--- config.mk ---
export PLATFORM = sky130hd
export DESIGN_NAME = parking_gate_fsm_flat
export DESIGN_NICKNAME = d
export VERILOG_FILES = /design/src/rtl/parking_gate_if.sv /design/src/rtl/parking_gate_fsm.sv /design/src/flat_wrapper.sv
export SDC_FILE = /design/constraint.sdc
export NUM_CORES = 1
export LEC_CHECK = 0
export ABC_CLOCK_PERIOD_IN_PS = 2700
export CORE_UTILIZATION = 50
export CTS_CLUSTER_DIAMETER = 50
export DETAILED_ROUTE_END_ITERATION = 6
export GPL_TIMING_DRIVEN = 0
export PLACE_DENSITY = 0.73
export SLEW_MARGIN = 20
export SYNTH_ARGS = -nofsm -noshare
export SYNTH_HDL_FRONTEND = slang
export SYNTH_SLANG_ARGS = --single-unit
export TNS_END_PERCENT = 20
--- constraint.sdc ---
create_clock -name clk -period 2.7 [get_ports clk]
set_input_delay 0.405 -clock clk [delete_from_list [all_inputs] [get_ports clk]]
set_output_delay 0.405 -clock clk [all_outputs]
set_load 0.03 [all_outputs]
--- src/rtl/parking_gate_if.sv ---
// rtl/parking_gate_if.sv - sensor, full and pulse signals between the gate controller and its environment
interface parking_gate_if;
    logic sensor_a;
    logic sensor_b;
    logic full;
    logic inc;
    logic dec;
    logic gate_open;
    logic fault;

    modport master (
        output sensor_a,
        output sensor_b,
        output full,
        input  inc,
        input  dec,
        input  gate_open,
        input  fault
    );

    modport slave (
        input  sensor_a,
        input  sensor_b,
        input  full,
        output inc,
        output dec,
        output gate_open,
        output fault
    );
endinterface

--- src/rtl/parking_gate_fsm.sv ---
// rtl/parking_gate_fsm.sv - debounced two-beam direction detector driving inc/dec pulses and the entry barrier
module parking_gate_fsm #(
    parameter int DEBOUNCE_CYCLES = 4,
    parameter int TIMEOUT_CYCLES  = 1000
) (
    input  logic          clk,
    input  logic          reset,
    parking_gate_if.slave gate
);

    localparam logic [7:0]  DEB_LIMIT = 8'(DEBOUNCE_CYCLES);
    localparam logic [15:0] TO_LAST   = 16'(TIMEOUT_CYCLES - 1);

    typedef enum logic [3:0] {
        S_IDLE   = 4'd0,
        S_IN1    = 4'd1,
        S_IN2    = 4'd2,
        S_IN3    = 4'd3,
        S_OUT1   = 4'd4,
        S_OUT2   = 4'd5,
        S_OUT3   = 4'd6,
        S_REJECT = 4'd7,
        S_CLEAR  = 4'd8
    } state_t;

    // Bit 1 carries the outer beam (a), bit 0 the inner beam (b).
    logic [1:0]  raw;
    logic [1:0]  sync1;
    logic [1:0]  sync2;
    logic [1:0]  deb;
    logic [7:0]  cnt [2];

    state_t      state;
    state_t      next_state;
    logic [15:0] timer;
    logic        in_passage;
    logic        timeout;

    logic        inc_d;
    logic        dec_d;
    logic        fault_d;
    logic        gate_d;

    logic        inc_q;
    logic        dec_q;
    logic        fault_q;
    logic        gate_q;

    assign raw = {gate.sensor_a, gate.sensor_b};

    assign gate.inc       = inc_q;
    assign gate.dec       = dec_q;
    assign gate.fault     = fault_q;
    assign gate.gate_open = gate_q;

    // Two-flop synchronizer for both raw beam inputs.
    always_ff @(posedge clk or posedge reset) begin
        if (reset) begin
            sync1 <= 2'b00;
            sync2 <= 2'b00;
        end else begin
            sync1 <= raw;
            sync2 <= sync1;
        end
    end

    // Per-beam debouncer: a new level is accepted only after DEBOUNCE_CYCLES consecutive disagreeing samples.
    always_ff @(posedge clk or posedge reset) begin
        if (reset) begin
            deb    <= 2'b00;
            cnt[0] <= 8'd0;
            cnt[1] <= 8'd0;
        end else begin
            for (int i = 0; i < 2; i++) begin
                if (sync2[i] == deb[i]) begin
                    cnt[i] <= 8'd0;
                end else if (cnt[i] + 8'd1 == DEB_LIMIT) begin
                    deb[i] <= sync2[i];
                    cnt[i] <= 8'd0;
                end else begin
                    cnt[i] <= cnt[i] + 8'd1;
                end
            end
        end
    end

    assign in_passage = (state == S_IN1)  || (state == S_IN2)  || (state == S_IN3) ||
                        (state == S_OUT1) || (state == S_OUT2) || (state == S_OUT3);

    // Next-state decision; a stalled passage is abandoned before any sensor transition is considered.
    always_comb begin
        next_state = state;
        timeout    = in_passage && (timer == TO_LAST);
        if (timeout) begin
            next_state = S_CLEAR;
        end else begin
            case (state)
                S_IDLE: begin
                    case (deb)
                        2'b10:   next_state = gate.full ? S_REJECT : S_IN1;
                        2'b01:   next_state = S_OUT1;
                        2'b11:   next_state = S_CLEAR;
                        default: next_state = S_IDLE;
                    endcase
                end
                S_IN1: begin
                    case (deb)
                        2'b11:   next_state = S_IN2;
                        2'b00:   next_state = S_IDLE;
                        2'b01:   next_state = S_CLEAR;
                        default: next_state = S_IN1;
                    endcase
                end
                S_IN2: begin
                    case (deb)
                        2'b01:   next_state = S_IN3;
                        2'b10:   next_state = S_IN1;
                        2'b00:   next_state = S_CLEAR;
                        default: next_state = S_IN2;
                    endcase
                end
                S_IN3: begin
                    case (deb)
                        2'b00:   next_state = S_IDLE;
                        2'b11:   next_state = S_IN2;
                        2'b10:   next_state = S_CLEAR;
                        default: next_state = S_IN3;
                    endcase
                end
                S_OUT1: begin
                    case (deb)
                        2'b11:   next_state = S_OUT2;
                        2'b00:   next_state = S_IDLE;
                        2'b10:   next_state = S_CLEAR;
                        default: next_state = S_OUT1;
                    endcase
                end
                S_OUT2: begin
                    case (deb)
                        2'b10:   next_state = S_OUT3;
                        2'b01:   next_state = S_OUT1;
                        2'b00:   next_state = S_CLEAR;
                        default: next_state = S_OUT2;
                    endcase
                end
                S_OUT3: begin
                    case (deb)
                        2'b00:   next_state = S_IDLE;
                        2'b11:   next_state = S_OUT2;
                        2'b01:   next_state = S_CLEAR;
                        default: next_state = S_OUT3;
                    endcase
                end
                S_REJECT: begin
                    if (deb == 2'b00) next_state = S_IDLE;
                end
                S_CLEAR: begin
                    if (deb == 2'b00) next_state = S_IDLE;
                end
                default: next_state = S_IDLE;
            endcase
        end
    end

    // Output decode from the transition being taken; results are registered alongside the state.
    always_comb begin
        inc_d   = (state == S_IN3)  && (next_state == S_IDLE);
        dec_d   = (state == S_OUT3) && (next_state == S_IDLE);
        fault_d = (next_state == S_CLEAR) && (state != S_CLEAR);
        gate_d  = (next_state == S_IN1) || (next_state == S_IN2) || (next_state == S_IN3);
    end

    // State register.
    always_ff @(posedge clk or posedge reset) begin
        if (reset) begin
            state <= S_IDLE;
        end else begin
            state <= next_state;
        end
    end

    // Registered outputs so pulses and the barrier line up with the state they describe.
    always_ff @(posedge clk or posedge reset) begin
        if (reset) begin
            inc_q   <= 1'b0;
            dec_q   <= 1'b0;
            fault_q <= 1'b0;
            gate_q  <= 1'b0;
        end else begin
            inc_q   <= inc_d;
            dec_q   <= dec_d;
            fault_q <= fault_d;
            gate_q  <= gate_d;
        end
    end

    // Passage timer: runs only while a car is mid-passage and restarts on every state change.
    always_ff @(posedge clk or posedge reset) begin
        if (reset) begin
            timer <= 16'd0;
        end else if (!in_passage || (next_state != state)) begin
            timer <= 16'd0;
        end else begin
            timer <= timer + 16'd1;
        end
    end

endmodule

--- src/flat_wrapper.sv ---
// flat-port wrapper written by rule: the top's interface ports become plain ports
module parking_gate_fsm_flat 
#(
    parameter int DEBOUNCE_CYCLES = 4,
    parameter int TIMEOUT_CYCLES  = 1000
)
  (clk, reset, gate_sensor_a, gate_sensor_b, gate_full, gate_inc, gate_dec, gate_gate_open, gate_fault);
  parking_gate_if gate_i ();
  input  logic clk;
  input  logic reset;
  input wire logic [$bits(gate_i.sensor_a)-1:0] gate_sensor_a;
  input wire logic [$bits(gate_i.sensor_b)-1:0] gate_sensor_b;
  input wire logic [$bits(gate_i.full)-1:0] gate_full;
  output wire logic [$bits(gate_i.inc)-1:0] gate_inc;
  output wire logic [$bits(gate_i.dec)-1:0] gate_dec;
  output wire logic [$bits(gate_i.gate_open)-1:0] gate_gate_open;
  output wire logic [$bits(gate_i.fault)-1:0] gate_fault;
  assign gate_i.sensor_a = gate_sensor_a;
  assign gate_i.sensor_b = gate_sensor_b;
  assign gate_i.full = gate_full;
  assign gate_inc = gate_i.inc;
  assign gate_dec = gate_i.dec;
  assign gate_gate_open = gate_i.gate_open;
  assign gate_fault = gate_i.fault;
  parking_gate_fsm #(.DEBOUNCE_CYCLES(DEBOUNCE_CYCLES), .TIMEOUT_CYCLES(TIMEOUT_CYCLES)) u_core (.clk(clk), .reset(reset), .gate(gate_i));
endmodule
==> metrics.md <==
| Metric | Value |
|---|---|
| # diodes | 0 |
| Placed cells | 350 |
| TritonCTS clock tree | built |
| Crit end category | register |
| Critical-path top delay cell | dfrtp_2 |
| Share of cells above drive strength 1 | 0.156 |
| Hold depth | 0 |
| Port-buffer cells | 8 |
| Reg2Reg Depth | 9 |
| Sequential area share after synthesis | 0.421 |
| ANT nets after route | 0 |
| Synth cell types | 52 |
| Core ar. | slightly above 5000 sq um |
| Pwr Total | between 0.002 and 0.0025 W |
| Setup violators final | 0 |
| Crit path time final | about 2.5 ns |
| Hold Startpoint | u_core.sync1[0] |
| H-tree Lvls | 2 |
| Worst-path clk slew | roughly 0.090 ns |
| Leakage power figure | ~1.3 nW |
| Startpoint Class | register |
| Status | finished clean |
| Fillers | roughly 420 |
| Period utilisation layout | 0.932 |
| Num rows | 26 |
| Top Ports | 9 |
| Asr flop ratio synth | 1.00 |
| Cell Area, Synth | 2730 sq um |
| Synth Register Bits | between 40 and 50 |
| First-pass GRT wire length | about 8400 um |
| Crit-path cells | inv_1 -> ha_1 -> mux2_4 -> a222oi_1 -> o21ai_0 -> a211oi_2 -> o211ai_4 -> buf_6 -> nor2_2 |
| Fmax | roughly 400 MHz |
| PD cells | ~750 nW/um^2 |
| Area leader, netlist | dfrtp_1 |
| Largest net degree at the start of global routing | 29 |
| Post-synth EDFFs | 0 |
| Yosys warns | 0 |
| Commonest register cell after synthesis | dfrtp_1 |
| Via count | a little over 2,000 |
| RSZ-0062 raised after global routing | no |
| Drt wl/cell | ~13 um |
| Synthesized instance count | between 200 and 300 |
| Area Overhead vs Synth | 10.1% |
| Nets | between 300 and 400 |
| Syn_area_per_cell | 10.1 sq um |
| Die area | 5770 sq um |
| Placer Congestion | around 0.86 |
| DRC | 0 |
| Worst r2r dst | u_core.timer[10] |
| Worst skew pair latency | about 0.30 ns |
| Worst Hold End | u_core.sync2[0] |
| Setup TNS | 0 ns |
| Initial antenna violation count | 0 |
| Die Y-Extent | between 70 and 80 um |
| Post-synth top cells | dfrtp_1 (46), nor2_1 (26), xor2_1 (19) |
| DRT Pass-1 Iters | 5 |
| Post-DP HPWL | roughly 3500 um |
| Type of the worst min-delay path | register to register |
| Max Cap Violations | 0 |
| Most instantiated library cell after synthesis | dfrtp_1 |
| Worst path max stage delay | 0.48 ns |
| Critical path required time | ~2.9 ns |
| DIE WIDTH | 75.9 um |
| Register Area | about 1200 sq um |
| # Post-CTS Setup Buffers | 0 |
| Count of final hold-check violations | 0 |
| Syn nets | between 200 and 300 |
| Grt ovf | 0 |
| Avg Vias per Cell | about 5.6 |
| Vias in the first global route | 1,870 |
| Count of pins over their slew limit | 0 |
| Top post-synthesis cells by area | dfrtp_1 (42%), xor2_1 (6.1%), ha_1 (5.9%) |
| Routed WL | 4830 um |
| Starting Density | 0.529 |
| Util after Layout | 0.582 |
| Setup Skew | 0.0117 ns |
| Top cell type's share of synthesized area | 0.421 |
| Max VDD drop | between 0.4 and 0.5 mV |
| Multi-input combinational cell area | approximately 1500 sq um |
| Critical path type | register to register |
| WP data arrival | around 2.7 ns |
| Crit Path Max Fanout | 10 |
| Rel. slew slack | 0.597 |
| Worst R2R Setup Slack | approximately 0.18 ns |
| Reg-to-reg startpoint | u_core.deb[1] |
| TritonCTS Sinks | 46 |
| Clock buffer depth | 2 |
| Non-filler instance count after layout | approximately 360 |
| CTS Buf Count | 5 |
| Worst slew pin tran | 0.600 ns |
| 1st-iter DRT viols | between 150 and 200 |
| Root buf cell | clkbuf_8 |
| GRT Util Overall | 0.181 |
layout make-up:
cell class / instances / area share
timing repair buffer: 9 / 0.0333
clock buffer: 6 / 0.0241
buffer: 8 / 0.0237
tap: 70 / 0.0291
clock inverter: 2 / 0.00457
multi-input combinational: 210 / 0.493
sequential: 46 / 0.383
inverter: 7 / 0.00873
registers in the layout, indices dropped and copies added, names as in the netlist:
signal	flops
u_core.cnt	16
u_core.timer	16
u_core.state	4
u_core.deb	2
u_core.sync1	2
u_core.sync2	2
u_core.gate.dec	1
u_core.gate.fault	1
u_core.gate.gate_open	1
u_core.gate.inc	1
through the flow:
stage	cell area, sq um	setup slack, ns	hold WS, ns
2_1_floorplan	2730	0.451	0.331
3_3_place_gp	2900	0.105	0.335
3_5_place_dp	2920	0.110	0.337
4_1_cts	3010	0.0705	0.357
5_1_grt	3010	0.0570	0.369
6_report	3010	0.185	0.358
what timing repair did:
action | 4_1_cts | 5_1_grt
resized for setup | 0 | 2
setup endpoints to repair | 0 | 10
hold buffers | 0 | 0
cells by family after synthesis:
kind of cell	synth area share
AO/OA/AOI/OAI	0.102
buffers and inverters	0.0357
adder cells (fa/ha/maj)	0.0595
flip-flops	0.421
AND/OR/NAND/NOR	0.251
multiplexers	0.0348
XOR/XNOR	0.0961
worst max path at each step:
stage	startpoint	end	slack, ns
floorplan	u_core.deb[0]	u_core.timer[8]	0.45
global placement	u_core.deb[1]	u_core.timer[7]	0.11
detailed placement	u_core.deb[1]	u_core.timer[10]	0.11
CTS	u_core.deb[1]	u_core.timer[10]	0.07
global route	u_core.deb[1]	u_core.timer[8]	0.06
finish	u_core.deb[1]	u_core.timer[10]	0.18
placed cells by master (no fill, tap or decap), drive strengths merged, types with 3 or more instances in the layout:
cell type,count
a21oi,10
and2,3
and3,6
and4,4
buf,9
clkbuf,6
clkdlybuf4s50,8
dfrtp,46
ha,13
inv,7
mux2,6
nand2,15
nand2b,5
nand3,17
nand4,4
nor2,36
nor2b,10
nor3,8
nor4,5
o21ai,6
xnor2,11
xor2,19
layer usage:
metal,track usage,part of all wire,up-vias
met5,0,0,-
met2,0.289,0.48,37
li1,-,-,986
met1,0.244,0.48,985
met3,0.0518,0.032,4
met4,0.0423,0.0060,0
report_power, final:
part | internal (W) | switching (W)
logic | 0.000420 | 0.000539
registers | 0.000772 | 0.000101
clock network | 0.000183 | 0.000230
critical path: cells and delay by family (launching register included):
family	cells	cell delay, ns
AOI/OAI and AO/OA	4	0.98
adders and majority gates	1	0.28
buffers and inverters	2	0.32
DFF	1	0.48
muxes	1	0.27
and+or+nand+nor	1	0.10
Power figures use the tool's default switching activity.
